File: src/rtl/fifo_ctrl_pkg.sv
// Shared definitions for the stream-to-RAM FIFO controller.
//   - Default word and address widths, derived depth and count width.
//   - RAM port operation encoding used by the top-level arbiter.
//   - Read-issue helper: decides whether a read may be launched without
//     overflowing the 2-entry output buffer.
package fifo_ctrl_pkg;

    localparam int DATA_W_DEF = 32;
    localparam int ADDR_W_DEF = 8;
    localparam int DEPTH      = 2 ** ADDR_W_DEF;
    localparam int OB_DEPTH   = 2;
    localparam int CNT_W      = ADDR_W_DEF + 1;

    typedef enum logic [1:0] {
        OP_IDLE  = 2'd0,
        OP_WRITE = 2'd1,
        OP_READ  = 2'd2
    } ram_op_e;

    // Slots that will be occupied after this cycle's pop (buffered words plus
    // the word already in flight from the RAM) must leave room for one more.
    // Written as an addition on both sides so the pop never underflows.
    function automatic logic rd_slot_free(input logic [1:0] ob_cnt,
                                          input logic       rd_pend,
                                          input logic       pop);
        logic [2:0] used;
        logic [2:0] limit;
        used  = {1'b0, ob_cnt} + {2'b00, rd_pend};
        limit = 3'd1 + {2'b00, pop};
        return (used <= limit);
    endfunction

endpackage

File: src/rtl/ram_fifo_out_buf.sv
// Two-entry output buffer fed by the RAM's registered read port.
//   clk, rst    : clock, synchronous active-high reset (occupancy only)
//   push        : RAM read data in push_data is valid this cycle
//   push_data   : word returned by the RAM
//   pop         : consumer takes the head word this cycle
//   head        : oldest buffered word (entry 0)
//   ob_cnt      : number of buffered words, 0..2
// A pop shifts entry 1 into entry 0; a same-cycle push lands at the tail
// left after that pop. The caller guarantees push never overflows.
module ram_fifo_out_buf
    import fifo_ctrl_pkg::*;
#(
    parameter int DATA_W = DATA_W_DEF
) (
    input  logic              clk,
    input  logic              rst,
    input  logic              push,
    input  logic [DATA_W-1:0] push_data,
    input  logic              pop,
    output logic [DATA_W-1:0] head,
    output logic [1:0]        ob_cnt
);

    logic [DATA_W-1:0] ob0_q, ob0_d;
    logic [DATA_W-1:0] ob1_q, ob1_d;
    logic [1:0]        ob_cnt_q, ob_cnt_d;
    logic [1:0]        tail;

    always_comb begin
        ob0_d    = ob0_q;
        ob1_d    = ob1_q;
        tail     = ob_cnt_q - {1'b0, pop};
        ob_cnt_d = ob_cnt_q - {1'b0, pop} + {1'b0, push};
        if (pop) begin
            ob0_d = ob1_q;
        end
        if (push) begin
            if (tail == 2'd0) begin
                ob0_d = push_data;
            end else begin
                ob1_d = push_data;
            end
        end
    end

    // Data entries carry no reset; only the occupancy is cleared.
    always_ff @(posedge clk) begin
        ob0_q <= ob0_d;
        ob1_q <= ob1_d;
        if (rst) begin
            ob_cnt_q <= 2'd0;
        end else begin
            ob_cnt_q <= ob_cnt_d;
        end
    end

    assign head   = ob0_q;
    assign ob_cnt = ob_cnt_q;

endmodule

File: src/rtl/ram_fifo_ctrl_32x256.sv
// Stream-to-RAM FIFO controller driving the single port of a 32x256 RAM
// with 1-cycle registered read.
//   clk, rst         : clock, synchronous active-high reset
//   s_valid/s_ready  : input stream handshake, s_data input word
//   m_valid/m_ready  : output stream handshake, m_data head word
//   count            : words held (RAM + in-flight read + output buffer)
//   ram_we/ram_addr  : RAM port control, ram_din write data
//   ram_dout         : RAM read data, valid one cycle after the read address
// One RAM operation per cycle; reads win over writes so the output buffer
// stays fed and the output can sustain one word per cycle.
module ram_fifo_ctrl_32x256
    import fifo_ctrl_pkg::*;
#(
    parameter int DATA_W = DATA_W_DEF,
    parameter int ADDR_W = ADDR_W_DEF
) (
    input  logic              clk,
    input  logic              rst,
    input  logic              s_valid,
    output logic              s_ready,
    input  logic [DATA_W-1:0] s_data,
    output logic              m_valid,
    input  logic              m_ready,
    output logic [DATA_W-1:0] m_data,
    output logic [ADDR_W:0]   count,
    output logic              ram_we,
    output logic [ADDR_W-1:0] ram_addr,
    output logic [DATA_W-1:0] ram_din,
    input  logic [DATA_W-1:0] ram_dout
);

    localparam int MEM_CNT_W = ADDR_W + 1;
    localparam logic [MEM_CNT_W-1:0] MEM_FULL = MEM_CNT_W'(2 ** ADDR_W);

    logic [ADDR_W-1:0]    wr_ptr_q, wr_ptr_d;
    logic [ADDR_W-1:0]    rd_ptr_q, rd_ptr_d;
    logic [MEM_CNT_W-1:0] mem_cnt_q, mem_cnt_d;
    logic                 rd_pend_q, rd_pend_d;

    logic       pop;
    logic       rd_issue;
    logic       wr;
    logic [1:0] ob_cnt;
    ram_op_e    op;

    // Arbitration: a read is launched whenever the RAM holds data and the
    // output buffer will still have a free slot when that read returns.
    always_comb begin
        m_valid  = !rst && (ob_cnt != 2'd0);
        pop      = m_valid && m_ready;
        rd_issue = !rst && (mem_cnt_q != '0) && rd_slot_free(ob_cnt, rd_pend_q, pop);
        s_ready  = !rst && (mem_cnt_q != MEM_FULL) && !rd_issue;
        wr       = s_valid && s_ready;
        if (rd_issue) begin
            op = OP_READ;
        end else if (wr) begin
            op = OP_WRITE;
        end else begin
            op = OP_IDLE;
        end
    end

    // RAM port mux; idle cycles park the address on the read pointer.
    always_comb begin
        ram_we   = (op == OP_WRITE);
        ram_addr = (op == OP_WRITE) ? wr_ptr_q : rd_ptr_q;
        ram_din  = s_data;
    end

    always_comb begin
        wr_ptr_d  = wr_ptr_q;
        rd_ptr_d  = rd_ptr_q;
        mem_cnt_d = mem_cnt_q;
        rd_pend_d = 1'b0;
        if (op == OP_WRITE) begin
            wr_ptr_d  = wr_ptr_q + 1'b1;
            mem_cnt_d = mem_cnt_q + 1'b1;
        end else if (op == OP_READ) begin
            rd_ptr_d  = rd_ptr_q + 1'b1;
            mem_cnt_d = mem_cnt_q - 1'b1;
            rd_pend_d = 1'b1;
        end
    end

    always_ff @(posedge clk) begin
        if (rst) begin
            wr_ptr_q  <= '0;
            rd_ptr_q  <= '0;
            mem_cnt_q <= '0;
            rd_pend_q <= 1'b0;
        end else begin
            wr_ptr_q  <= wr_ptr_d;
            rd_ptr_q  <= rd_ptr_d;
            mem_cnt_q <= mem_cnt_d;
            rd_pend_q <= rd_pend_d;
        end
    end

    // The word read last cycle arrives now and is pushed into the buffer.
    ram_fifo_out_buf #(
        .DATA_W (DATA_W)
    ) u_out_buf (
        .clk       (clk),
        .rst       (rst),
        .push      (rd_pend_q),
        .push_data (ram_dout),
        .pop       (pop),
        .head      (m_data),
        .ob_cnt    (ob_cnt)
    );

    always_comb begin
        if (rst) begin
            count = '0;
        end else begin
            count = mem_cnt_q + MEM_CNT_W'(rd_pend_q) + MEM_CNT_W'(ob_cnt);
        end
    end

endmodule

File: config.mk
export PLATFORM = sky130hd
export DESIGN_NAME = ram_fifo_ctrl_32x256
export DESIGN_NICKNAME = d
export VERILOG_FILES = /design/src/rtl/fifo_ctrl_pkg.sv /design/src/rtl/ram_fifo_out_buf.sv /design/src/rtl/ram_fifo_ctrl_32x256.sv
export SDC_FILE = /design/constraint.sdc
export NUM_CORES = 1
export LEC_CHECK = 0
export CORE_UTILIZATION = 40
export CTS_CLUSTER_SIZE = 24
export DETAILED_ROUTE_END_ITERATION = 10
export GPL_TIMING_DRIVEN = 0
export PLACE_DENSITY = 0.7
export SYNTH_ARGS = -nofsm -noshare
export SYNTH_HDL_FRONTEND = slang
export SYNTH_HIERARCHICAL = 1
export SYNTH_SLANG_ARGS = --single-unit
export TNS_END_PERCENT = 30
File: constraint.sdc
create_clock -name clk -period 6.41 [get_ports clk]
set_input_delay 1.282 -clock clk [delete_from_list [all_inputs] [get_ports clk]]
set_output_delay 1.282 -clock clk [all_outputs]
set_load 0.02 [all_outputs]
* Word level (Yosys, flattened, before mapping) *
Cells that the tools add are included.
W data, S select, Z words.

cells by class
  multiplexer cells = 10
  eq/ne operators = 3
  reduce and logical (&&, ||, !) cells = 16
  $lt $le $gt $ge = 1
  add/subtract/negate cells = 10
  bitwise gates (word level) = 2

operators with widths
  operator               number
  $mux W32               3
  $mux W9                3
  $add A8 B1 Y8 const B  2
  $add A9 B1 Y9          1
  $add A9 B1 Y9 const B  1
  $add A9 B2 Y9          1
  $ne A9 B9 Y1 const B   1
  $reduce_bool A9 Y1     1
  $sub A9 B1 Y9 const B  1
  $mux W8                1
  $logic_and A1 B1 Y1    7
  $reduce_and A2 Y1      2
  $reduce_bool A2 Y1     2
  $add A2 B1 Y3          1
  $le A3 B2 Y1           1
  $add A1 B1 Y2 const A  1
  $add A2 B1 Y2          1
  $eq A2 B1 Y1 const B   1
  $eq A2 B2 Y1 const B   1
  $logic_not A1 Y1       2
  $logic_not A2 Y1       1
  $mux W1                2
  $mux W2                1
  $not A1 Y1             2
  2 further kinds        2

storage, ports and cells
  output and inout bits = 84
  bits of input ports = 68
  word-level logic and storage cells = 49
  register bits after elaboration = 92

* Longest topological paths before layout *
  word-level depth = 14
  gate-level depth with buffers = 16
  depth with buffers taken out = 14

* Modules after synthesis *
The synthesis kept the hierarchy.

modules (own cells, without submodules)
  module                times used  area each (µm²)  cells an instance  seq. area each (µm²)
  ram_fifo_out_buf      1           2751.4           146                1641.6
  ram_fifo_ctrl_32x256  1           2127.0           260                520.5

* Worst setup path before layout *
No wires, ideal clock.

  kind = in2out
  from = input port rst
  to = output port ram_addr[3]
  arrival time = 4370 ps
  data required time = 5128 ps
  setup slack = 758 ps
  path buffers = 3
  cell stages on the path = 11
  path through = clkbuf_1 clkbuf_1 nor2_1 nand2_1 inv_1 fa_1 o31a_1 a211oi_1 o211ai_4 clkbuf_1 o21ai_0

on the way
  longest elaborated chain between the ends = 13
  elaborated cells between the ends (all ways) = 15
  classes of those cells = add/sub: 1; order compare: 1; eq/ne: 1; mux: 3; reduce/logical: 9

RTL lines
  what                   line                        source
  from (decl)            ram_fifo_ctrl_32x256.sv:18  input logic rst,
  $logic_not A1 Y1 *     ram_fifo_ctrl_32x256.sv:49  m_valid = !rst && (ob_cnt != 2'd0);
  $logic_and A1 B1 Y1 *  ram_fifo_ctrl_32x256.sv:49
  net m_valid            ram_fifo_ctrl_32x256.sv:22  output logic m_valid,
  $logic_and A1 B1 Y1 *  ram_fifo_ctrl_32x256.sv:50  pop = m_valid && m_ready;
  net pop                ram_fifo_ctrl_32x256.sv:40  logic pop;
  $add A1 B1 Y2 *        fifo_ctrl_pkg.sv:29         limit = 3'd1 + {2'b00, pop};
  $le A3 B2 Y1 *         fifo_ctrl_pkg.sv:30         return (used <= limit);
  $logic_and A1 B1 Y1 *  ram_fifo_ctrl_32x256.sv:51  rd_issue = !rst && (mem_cnt_q != '0) && rd_slot_free(ob_cnt, rd_pend_q, pop);
  $logic_not A1 Y1       ram_fifo_ctrl_32x256.sv:52  s_ready = !rst && (mem_cnt_q != MEM_FULL) && !rd_issue;
  $logic_and A1 B1 Y1    ram_fifo_ctrl_32x256.sv:52
  $logic_and A1 B1 Y1    ram_fifo_ctrl_32x256.sv:53  wr = s_valid && s_ready;
  $mux W1                ram_fifo_ctrl_32x256.sv:56  end else if (wr) begin
  $mux W2 *              ram_fifo_ctrl_32x256.sv:54  if (rd_issue) begin
  $eq A2 B1 Y1 *         ram_fifo_ctrl_32x256.sv:66  ram_addr = (op == OP_WRITE) ? wr_ptr_q : rd_ptr_q;
  $mux W8 *              ram_fifo_ctrl_32x256.sv:66
  to (decl)              ram_fifo_ctrl_32x256.sv:27  output logic [ADDR_W-1:0] ram_addr,

The timed path passes the listed nets; every way through them passes the cells marked *.

* Final worst setup path *
  from = input port rst
  to = output port ram_addr[3]

on the way
  longest elaborated chain between the ends = 13
  elaborated cells between the ends (all ways) = 15
  classes of those cells = add/sub: 1; order compare: 1; eq/ne: 1; mux: 3; reduce/logical: 9

RTL lines
  what                   line
  $logic_not A1 Y1 *     ram_fifo_ctrl_32x256.sv:49
  $logic_and A1 B1 Y1 *  ram_fifo_ctrl_32x256.sv:49
  $logic_and A1 B1 Y1 *  ram_fifo_ctrl_32x256.sv:50
  net pop                ram_fifo_ctrl_32x256.sv:40
  $add A1 B1 Y2 *        fifo_ctrl_pkg.sv:29
  $le A3 B2 Y1 *         fifo_ctrl_pkg.sv:30
  $logic_and A1 B1 Y1 *  ram_fifo_ctrl_32x256.sv:51
  $logic_not A1 Y1       ram_fifo_ctrl_32x256.sv:52
  $logic_and A1 B1 Y1    ram_fifo_ctrl_32x256.sv:52
  $logic_and A1 B1 Y1    ram_fifo_ctrl_32x256.sv:53
  $mux W1                ram_fifo_ctrl_32x256.sv:56
  $mux W2 *              ram_fifo_ctrl_32x256.sv:54
  $eq A2 B1 Y1 *         ram_fifo_ctrl_32x256.sv:66
  $mux W8 *              ram_fifo_ctrl_32x256.sv:66

Marks and branches as above.

==> out/metrics.csv <==
stage,metric,value,unit
place,Post-Place Cells,668,
route,Post-Route WL,10.53,mm
cts,CTS sink cnt,92,
synth,post-synth top area share,0.2462,
synth,synth top area cells,"dfxtp_1 (25%), edfxtp_1 (20%), mux2_4 (18%)",
worst_setup_path,RR Endpoint,mem_cnt_q[7],
layout,Non-Filler Instances,683,
synth,number of enable flip-flop cells after synthesis,32,
power,Pwr Total,3.222,mW
route,average wire per cell in the routed design,15.42,microns
route,DR vias/cell,5.073,
power,Leak Pwr,2.665,nW
worst_setup_path,WP data arrival,4.93,ns
timing,worst hold slack,0.4588,ns
die,Die X,112.4,microns
status,outcome,finished clean,
layout,Finished Core Util,0.5627,
synth,"Seq/Total Area, Yosys",0.4432,
die,DIE AREA,12640,sq um
place,IO buf count,119,
die,num rows,39,
cts,CTS tree,done,
global_routing,initial antenna violation count,0,
worst_setup_path,Crit Path Max Fanout,17,
worst_setup_path,Crit Reg-Reg Startpoint,u_out_buf/ob_cnt[1],
place,gpl congestion,0.7884,
cts,Setup Buffers After CTS,0,
cts,Max clock buf depth,2,
layout,area grow syn2layout,34.52,%
global_routing,Total GRT Usage,0.1685,
worst_setup_path,Worst setup SP type,input port,
worst_setup_path,Setup crit start,rst,
global_routing,first-pass GRT wire length,16.93,mm
timing,Setup TNS,0,ns
place,Area after DPL,6250,sq um
route,DRC,0,
synth,Syn Area/Cell,12.02,sq um
synth,Unique masters post-synth,52,
synth,Mapped Nets,493,
route,Starting DRT DRC Count,155,
timing,worst slew pin tran,0.8407,ns
power,peak supply drop,0.1983,mV
timing,Final period util,0.9685,
synth,asr flop ratio synth,0,
synth,"area leader, netlist",dfxtp_1,
cts,hold buffer count at cts,0,
synth,Main synth FF type,dfxtp_1,
power,pwr/cell area,491.0,nW/um^2
synth,Yosys reg bits,92,
timing,RSZ-0062 raised after global routing,no,
route,Final ANT Viol Nets,0,
cts,H-tree levels,3,
global_routing,largest net degree at the start of global routing,33,
cts,TritonCTS buffer count,9,
global_routing,vias in the first global route,3537,
route,routed via count,3465,
die,initial core utilization,0.4183,
timing,final hold vios,0,
worst_setup_path,Critical Path RT,5.13,ns
timing,min cycle time layout,6.208,ns
worst_setup_path,r2r worst-path depth,15,
worst_setup_path,CP Capture Point,ram_addr[3],
worst_setup_path,crit end category,output port,
job,# Max-Cap Violations,0,
timing,Final setup viols,0,
cts,clock root cell,clkbuf_16,
timing,Slew Limit Fails,0,
cts,worst skew pair latency,0.34,ns
route,1st-pass router iterations,4,
layout,Final Cell Area,6563,sq um
synth,post-synth design cell area,4878,sq um
layout,share of layout cells above drive strength 1,0.2519,
synth,Synth top cells by count,"dfxtp_1 (60), mux2_4 (60), buf_4 (35)",
synth,synth warn,6,
place,"worst slack, placed",-0.8448,ns
place,post-DP HPWL,7.586,mm
die,Core Area,11660,sq um
die,I/O pin cnt,152,
timing,slew margin rel.,0.4396,
timing,Max Freq,161.1,MHz
cts,clock slew at reported path FFs,0.06,ns
die,Die Ht,112.4,microns
timing,clk_skew,0.007309,ns
timing,setup ws final,0.2022,ns
worst_setup_path,Critical Setup Path Class,input port to output port,
worst_setup_path,r2r setup slk,2.32,ns
global_routing,GR Overflow Total,0,
layout,Antenna Cells,0,
layout,Nets,622,
synth,post-synthesis cell count,406,
min_path,Hold Crit Class,flop to flop,
[worst min path at each step]
stage	from	endpoint	slack (ns)	cells past startpoint
floorplan	rd_ptr_q[7]	rd_ptr_q[7]	0.43	1
global placement	rd_ptr_q[7]	rd_ptr_q[7]	0.45	1
detailed placement	rd_ptr_q[7]	rd_ptr_q[7]	0.46	1
CTS	rd_ptr_q[7]	rd_ptr_q[7]	0.46	1
global route	rd_ptr_q[7]	rd_ptr_q[7]	0.51	1
finish	rd_ptr_q[7]	rd_ptr_q[7]	0.46	1
[logic make-up (layout without fill, tap and decap cells)]
| logic type | count (synthesis) | count (layout) | synth area share |
|---|---|---|---|
| muxes | 77 | 77 | 0.2224 |
| buffers and inverters | 62 | 196 | 0.08412 |
| xor gates and xnor gates | 13 | 13 | 0.02616 |
| DFF | 92 | 92 | 0.4432 |
| adders and majority gates | 19 | 19 | 0.05489 |
| and+or+nand+nor | 88 | 88 | 0.09079 |
| AOI/OAI and AO/OA | 55 | 55 | 0.07849 |
[placed cells by master, fill, tap and decap left out, types with 4 or more instances in the layout]
cell type,Yosys,layout
nor2b_1,5,5
nor2_1,25,25
mux2_2,11,11
nand3_1,7,7
o21ai_0,12,12
mux2i_1,6,6
buf_4,35,35
a21oi_1,14,14
edfxtp_1,32,32
inv_1,15,15
fa_1,4,4
xnor2_1,8,8
xor2_1,4,4
nand2_1,23,23
dfxtp_1,60,60
a21o_1,4,4
mux2_4,60,60
clkdlybuf4s50_1,0,118
clkbuf_16,0,9
nand4_1,4,4
or3_1,7,7
ha_1,15,15
[sequential cells by signal, summed over array words and instances, names as in the netlist]
signal	flops
u_out_buf/head	32
u_out_buf/ob1_q	32
mem_cnt_q	9
rd_ptr_q	8
wr_ptr_q	8
u_out_buf/ob_cnt	2
rd_pend_q	1
[where the power goes]
group / total, mW / internal, mW / switching (mW)
clock network: 0.532 / 0.306 / 0.227
registers: 0.951 / 0.822 / 0.129
logic: 1.74 / 0.948 / 0.792
total: 3.22 / 2.08 / 1.15
[final cells by class]
cell class              instances  area, sq um
clock inverters                 6        71.32
fillers                       964         5100
clock buffers                  10        229.0
well taps                     143        178.9
repair buffers                119         1191
multi-input cells             252         2317
plain buffers                  45        352.8
flip-flops and latches         92         2162
inverters                      16        60.06
[repair_timing]
action,4_1_cts,5_1_grt
cloned,0,0
endpoints found under the setup margin,10,6
resized for setup,6,2
[metal layers]
layer	track usage	vias up	wire, microns
li1	-	1687	-
met4	0.02844	0	19
met5	0	-	0
met1	0.2126	1630	4786
met2	0.2928	146	5179
met3	0.04536	2	545
[critical path: stages]
cell and delay, ns:
clkdlybuf4s15_1 0.42, clkbuf_2 0.34, nor2_1 0.11, nand2_1 0.12
inv_1 0.11, fa_1 0.54, o31a_1 0.30, a211oi_2 0.33
o211ai_4 0.18, clkbuf_4 0.29, o21ai_0 0.25, clkdlybuf4s50_1 0.65
Note: power is estimated with default switching activity, not from simulation.
